`src/rtl/input_capture_pkg.sv`:
```
// Shared encodings for the timer input-capture channel.
package input_capture_pkg;

    localparam int DEFAULT_DATA_W = 8;

    typedef enum logic [1:0] {
        EDGE_OFF  = 2'b00,
        EDGE_RISE = 2'b01,
        EDGE_FALL = 2'b10,
        EDGE_BOTH = 2'b11
    } edge_sel_e;

    typedef enum logic {
        ST_EMPTY = 1'b0,
        ST_FULL  = 1'b1
    } cap_state_e;

endpackage

```
`src/rtl/capture_edge_detect.sv`:
```
// Pin synchronizer, optional glitch filter (INPUT_CAPTURE_FILTER_EN), priming
// and edge detector producing a single-cycle event strobe.
module capture_edge_detect
    import input_capture_pkg::*;
#(
    parameter int FILTER_LEN = 3
) (
    input  logic       clk_i,
    input  logic       rst_i,
    input  logic       pin_i,
    input  logic [1:0] edge_sel_i,
    output logic       event_o
);

`ifdef INPUT_CAPTURE_FILTER_EN
    localparam bit FILTER_EN = 1'b1;
`else
    localparam bit FILTER_EN = 1'b0;
`endif
    localparam int PRIME_LEN = 2 + (FILTER_EN ? FILTER_LEN : 0);
    localparam int PRIME_W   = 5;

    logic               s1_q, s2_q, p_q;
    logic [PRIME_W-1:0] prime_q;
    logic               primed;
    logic               lvl, lvl_next;
    logic               rise_en, fall_en;

`ifdef INPUT_CAPTURE_FILTER_EN
    logic       f_q, f_d;
    logic [3:0] run_q, run_d;

    // NOTE: every output of a combinational block gets a default first, so no path leaves it unassigned and infers a latch.
    always_comb begin
        f_d   = f_q;
        run_d = '0;
        if (s2_q != f_q) begin
            if (run_q == 4'(FILTER_LEN - 1)) begin
                f_d = s2_q;
            end else begin
                run_d = run_q + 4'd1;
            end
        end
    end

    always_ff @(posedge clk_i or posedge rst_i) begin
        if (rst_i) begin
            f_q   <= 1'b0;
            run_q <= '0;
        end else begin
            f_q   <= f_d;
            run_q <= run_d;
        end
    end

    assign lvl      = f_q;
    assign lvl_next = f_d;
`else
    assign lvl      = s2_q;
    assign lvl_next = s1_q;
`endif

    assign primed = (prime_q == PRIME_W'(PRIME_LEN));

    // While priming, p follows the level one step ahead so it already matches
    // the detector input when events unmask; a pin high out of reset is no edge.
    // NOTE: sequential state uses non-blocking assignments so every flop samples pre-edge values.
    always_ff @(posedge clk_i or posedge rst_i) begin
        if (rst_i) begin
            s1_q    <= 1'b0;
            s2_q    <= 1'b0;
            p_q     <= 1'b0;
            prime_q <= '0;
        end else begin
            s1_q <= pin_i;
            s2_q <= s1_q;
            p_q  <= primed ? lvl : lvl_next;
            if (!primed) begin
                prime_q <= prime_q + PRIME_W'(1);
            end
        end
    end

    assign rise_en = (edge_sel_i == EDGE_RISE) || (edge_sel_i == EDGE_BOTH);
    assign fall_en = (edge_sel_i == EDGE_FALL) || (edge_sel_i == EDGE_BOTH);

    assign event_o = primed & ((lvl & ~p_q & rise_en) | (~lvl & p_q & fall_en));

endmodule

```
`src/rtl/input_capture.sv`:
```
// Timer input-capture channel: capture register, sticky capture/overrun flags.
// Glitch filter enabled by defining INPUT_CAPTURE_FILTER_EN.
module input_capture
    import input_capture_pkg::*;
#(
    parameter int DATA_W     = DEFAULT_DATA_W,
    parameter int FILTER_LEN = 3
) (
    input  logic              iClk,
    input  logic              iReset,
    input  logic [DATA_W-1:0] ivCuenta,
    input  logic              iCapturePin,
    input  logic [1:0]        ivEdgeSelect,
    input  logic              iAck,
    output logic [DATA_W-1:0] ovCaptureValue,
    output logic              oCaptureFlag,
    output logic              oOverrunFlag
);

    logic              cap_event;
    cap_state_e        state_q, state_d;
    logic [DATA_W-1:0] value_q, value_d;
    logic              overrun_q, overrun_d;

    capture_edge_detect #(
        .FILTER_LEN(FILTER_LEN)
    ) u_edge (
        .clk_i     (iClk),
        .rst_i     (iReset),
        .pin_i     (iCapturePin),
        .edge_sel_i(ivEdgeSelect),
        .event_o   (cap_event)
    );

    always_comb begin
        state_d   = state_q;
        value_d   = value_q;
        overrun_d = overrun_q;
        unique case (state_q)
            ST_EMPTY: begin
                if (cap_event) begin
                    value_d = ivCuenta;
                    state_d = ST_FULL;
                end
            end
            ST_FULL: begin
                // Ack together with a new event restarts the capture rather than dropping it.
                if (cap_event && iAck) begin
                    value_d   = ivCuenta;
                    overrun_d = 1'b0;
                end else if (cap_event) begin
                    overrun_d = 1'b1;
                end else if (iAck) begin
                    overrun_d = 1'b0;
                    state_d   = ST_EMPTY;
                end
            end
            default: state_d = ST_EMPTY;
        endcase
    end

    always_ff @(posedge iClk or posedge iReset) begin
        if (iReset) begin
            state_q   <= ST_EMPTY;
            value_q   <= '0;
            overrun_q <= 1'b0;
        end else begin
            state_q   <= state_d;
            value_q   <= value_d;
            overrun_q <= overrun_d;
        end
    end

    assign ovCaptureValue = value_q;
    assign oCaptureFlag   = (state_q == ST_FULL);
    assign oOverrunFlag   = overrun_q;

endmodule

```
`config.mk`:
```
export PLATFORM = sky130hd
export DESIGN_NAME = input_capture
export DESIGN_NICKNAME = d
export VERILOG_FILES = /design/src/rtl/input_capture_pkg.sv /design/src/rtl/capture_edge_detect.sv /design/src/rtl/input_capture.sv
export SDC_FILE = /design/constraint.sdc
export NUM_CORES = 1
export LEC_CHECK = 0
export BUFFER_PORTS_ARGS = -buffer_cell sky130_fd_sc_hd__buf_2
export CORE_UTILIZATION = 47
export DETAILED_ROUTE_END_ITERATION = 12
export PLACE_DENSITY = 0.75
export SETUP_SLACK_MARGIN = 0.4
export SLEW_MARGIN = 20
export SYNTH_ARGS = -nofsm -noshare
export SYNTH_HDL_FRONTEND = slang
export SYNTH_SLANG_ARGS = --single-unit
```
`constraint.sdc`:
```
create_clock -name iClk -period 2.3 [get_ports iClk]
set_input_delay 0.575 -clock iClk [delete_from_list [all_inputs] [get_ports iClk]]
set_output_delay 0.575 -clock iClk [all_outputs]
set_load 0.05 [all_outputs]
```
==> impl_metrics.yaml <==
outcome:
  outcome: "completed"
clocking:
  cts.path.max_buffers: 2
  cts_tree: "yes"
  ctsHtreeMaxLevel: 1
  root_buffer: "sky130_fd_sc_hd__clkbuf_4"
  number_of_buffers_inserted_during_clock_tree_synthesis: 3
  clock_transition_at_the_register_clock_pins_on_the_worst_setup_and_hold_paths_after_cts_ns: 0.10
  clock_latency_reported_for_the_late_side_of_the_worst_skew_pair_ns: 0.29
  clock_sink_count: 18
critical_path:
  crit_path_start_kind: "flip-flop"
  critical_path.max_fanout: 8
  end_kind: "flip-flop"
  critical_path_arrival_ns: 2.09
  reg2reg_from: "u_edge.prime_q[0]$_DFFE_PP0N_"
  setup_cp_type: "flip-flop to flip-flop"
  critical_path_data_required_time_ns: 2.48
  rrSetupSlack_ns: 0.39
  reg2reg_to: "ovCaptureValue[6]$_DFFE_PP0P_"
  worst-r2r-cell-count: 6
yosys:
  synth_compound_gate_area_share_pct: 6.27
  synthesis.yosys.warnings: 0
  synth_fa_ha_area_share_pct: 3.39
  postSynthCellCount: 54
  ys_seq_elements: 18
  main_combinational_cell_family_by_area_after_synthesis: "multiplexers"
  yosysUniqueCellTypes: 18
  share_of_synthesized_area_occupied_by_flip_flops_and_latches_pct: 61.0
  yosys.area_share.xor_xnor_pct: 4.75
  post_synthesis_mux_area_share_pct: 12.2
  synthesis.nets: 70
  netlist_area_sq_um: 738
  synth-simple-area-share_pct: 10.2
  synth_area_per_cell_sq_um: 13.7
sta:
  fmax_ghz: 0.524
  max_slew.worst_pin.slew_ns: 0.654
  slew_headroom_pct: 55.8
  fin_ws_ns: 0.392
  number_of_hold_violations_in_the_final_report: 0
  grt_setup_unrepaired: "true"
  final.period_utilization_pct: 82.9
  clock_skew_ns: 0.00149
  fin_setup_tns_ns: 0
  final.min_clock_period_ns: 1.91
  fin_worst_hold_slack_ns: 0.367
  slew_viol_final: 0
  report.final.setup_viol: 0
placement:
  place_worst_setup_slack_ns: 0.158
  hpwl_um: 953
  count_of_port_buffers_added_during_placement: 23
  gp_congestion: 0.775
  placed_area_sq_um: 867
global_route:
  grt_antenna_before_repair: 0
  grt_pass1_vias: 533
  gr-total-overflow: 0
  grt_pass1_wl_um: 2240
  grt_use_total_pct: 17.5
  grt_start_max_net_pins: 19
pwr:
  internal_power_mw: 0.544
  power_density_nw_per_um2: 856
  p_switching_mw: 0.297
  clock_power_share_pct: 22.5
  vdd_ir_drop_max_mv: 0.524
  leakage_nw: 0.487
  power.share.combinational_pct: 32.5
  swShare_pct: 35.3
  p_seq_share_pct: 45.0
layout:
  fillerInstances: 91
  drive_above_1_share_pct: 51.2
  antenna_diodes: 0
  area_of_the_multi_input_gates_sq_um: 308
  area_growth_pct: 33.1
  finish.net_count: 101
  stdcell_area_sq_um: 982
  layout.area.seq_sq_um: 450
floorplanning:
  die_y_um: 41.6
  die_area_sq_um: 1730
  placement_rows: 13
  initial_core_utilization_pct: 53.4
  design.portCount: 24
  die_x_um: 41.6
  core_footprint_sq_um: 1380
routing:
  drt_wl_cell_um: 14.2
  detail_route.wirelength_um: 1410
  first_iter_violations: 8
  detail_route.first_pass.iterations: 4
  drc: 0
  route.vias.total: 517
  ant_nets: 0
  avgViaCountPerCell: 5.22
min_path:
  hold_class: "primary input to async pin"
run:
  max_cap_viols: 0
[routing by layer]
metal / GRT usage [%] / routed length (um) / vias up
li1: - / - / 241
met1: 20.4 / 596 / 251
met3: 9.13 / 77 / 2
met4: 6.45 / 18 / 0
met5: 0 / 0 / -
met2: 27.5 / 715 / 23
[per-stage QoR]
stage | std cells | power, mW | utilization [%]
after floorplan | 54 | 0.568 | -
after global placement | 91 | 0.624 | 62.7
after detailed placement | 91 | 0.629 | 62.7
after CTS | 98 | 0.848 | 70.5
after global routing | 99 | 0.876 | 71.0
final | 99 | 0.841 | 71.0
[cell usage in the layout (no fill, tap or decap), types with 2 or more instances in the layout]
cell type,count
sky130_fd_sc_hd__a21oi_1,2
sky130_fd_sc_hd__buf_2,23
sky130_fd_sc_hd__buf_4,3
sky130_fd_sc_hd__clkbuf_4,3
sky130_fd_sc_hd__dfrtp_1,18
sky130_fd_sc_hd__inv_1,3
sky130_fd_sc_hd__mux2_4,8
sky130_fd_sc_hd__nand2_1,3
sky130_fd_sc_hd__nand3_1,2
sky130_fd_sc_hd__nand3b_1,2
sky130_fd_sc_hd__nor2_1,2
sky130_fd_sc_hd__xnor2_1,4
[critical path, stage by stage (launching register included)]
cell	delay [ns]
sky130_fd_sc_hd__dfrtp_1	0.39
sky130_fd_sc_hd__inv_1	0.07
sky130_fd_sc_hd__ha_2	0.16
sky130_fd_sc_hd__or4b_4	0.48
sky130_fd_sc_hd__a211oi_4	0.22
sky130_fd_sc_hd__buf_12	0.17
sky130_fd_sc_hd__mux2_4	0.30
[worst max-delay path by stage]
| stage | start | to | slack, ns | cells after the start |
|---|---|---|---|---|
| 2_1_floorplan | u_edge.prime_q[0]$_DFFE_PP0N_ | ovCaptureValue[0]$_DFFE_PP0P_ | 0.33 | 6 |
| 3_3_place_gp | u_edge.prime_q[0]$_DFFE_PP0N_ | ovCaptureValue[6]$_DFFE_PP0P_ | 0.21 | 5 |
| 3_5_place_dp | u_edge.prime_q[0]$_DFFE_PP0N_ | ovCaptureValue[2]$_DFFE_PP0P_ | 0.16 | 5 |
| 4_1_cts | u_edge.prime_q[0]$_DFFE_PP0N_ | ovCaptureValue[2]$_DFFE_PP0P_ | 0.36 | 6 |
| 5_1_grt | u_edge.prime_q[0]$_DFFE_PP0N_ | ovCaptureValue[4]$_DFFE_PP0P_ | 0.34 | 6 |
| 6_report | u_edge.prime_q[0]$_DFFE_PP0N_ | ovCaptureValue[6]$_DFFE_PP0P_ | 0.39 | 6 |
[sequential cells by signal (all words and copies together), names as in the netlist]
name             flops
u_edge.lvl           1
oCaptureFlag         1
ovCaptureValue       8
u_edge.lvl_next      1
oOverrunFlag         1
u_edge.prime_q       5
u_edge.p_q           1
[cell type report]
type	instances	area share [%]
inverters	3	1.15
clock buffers	4	3.69
repair buffers	27	16.1
multi-input cells	32	31.3
flip-flops and latches	18	45.9
well taps	15	1.91
[timing repair]
item                                    in CTS  in global routing
resized for setup                           10                  0
pin swaps                                    1                  1
setup buffers                                3                  1
hold buffers                                 0                  0
endpoints found under the setup margin       8                  8
[synth_stat cells]
cell | instances | area share (%)
sky130_fd_sc_hd__or4b_1 | 1 | 1.4
sky130_fd_sc_hd__a2bb2oi_1 | 1 | 1.2
sky130_fd_sc_hd__ha_1 | 2 | 3.4
sky130_fd_sc_hd__nor4b_1 | 1 | 1.2
sky130_fd_sc_hd__nor2_1 | 2 | 1.0
sky130_fd_sc_hd__nand2_1 | 3 | 1.5
sky130_fd_sc_hd__dfrtp_1 | 18 | 61
sky130_fd_sc_hd__buf_2 | 1 | 0.68
sky130_fd_sc_hd__nand3b_1 | 2 | 2.0
sky130_fd_sc_hd__mux2_2 | 8 | 12
sky130_fd_sc_hd__or2_2 | 1 | 0.85
sky130_fd_sc_hd__xnor2_1 | 4 | 4.7
sky130_fd_sc_hd__inv_1 | 3 | 1.5
sky130_fd_sc_hd__nor2b_1 | 1 | 0.85
sky130_fd_sc_hd__nand3_1 | 2 | 1.4
sky130_fd_sc_hd__a211oi_1 | 1 | 1.0
sky130_fd_sc_hd__a211oi_4 | 1 | 2.7
sky130_fd_sc_hd__a21oi_1 | 2 | 1.4
[power by group through the flow]
stage / Combinational (mW) / Clock (mW) / Sequential (mW)
after floorplan: 0.0517 / 0 / 0.516
final: 0.273 / 0.189 / 0.378
after detailed placement: 0.246 / 0 / 0.383
after CTS: 0.273 / 0.197 / 0.378
after global routing: 0.283 / 0.210 / 0.383
after global placement: 0.243 / 0 / 0.380
[logic make-up after synthesis]
logic type / count (synthesis)
flops: 18
simple gates: 13
mux: 8
compound gates: 5
xor+xnor: 4
buf+inv: 4
fa+ha+maj: 2
(Power assumes the default switching activity.)
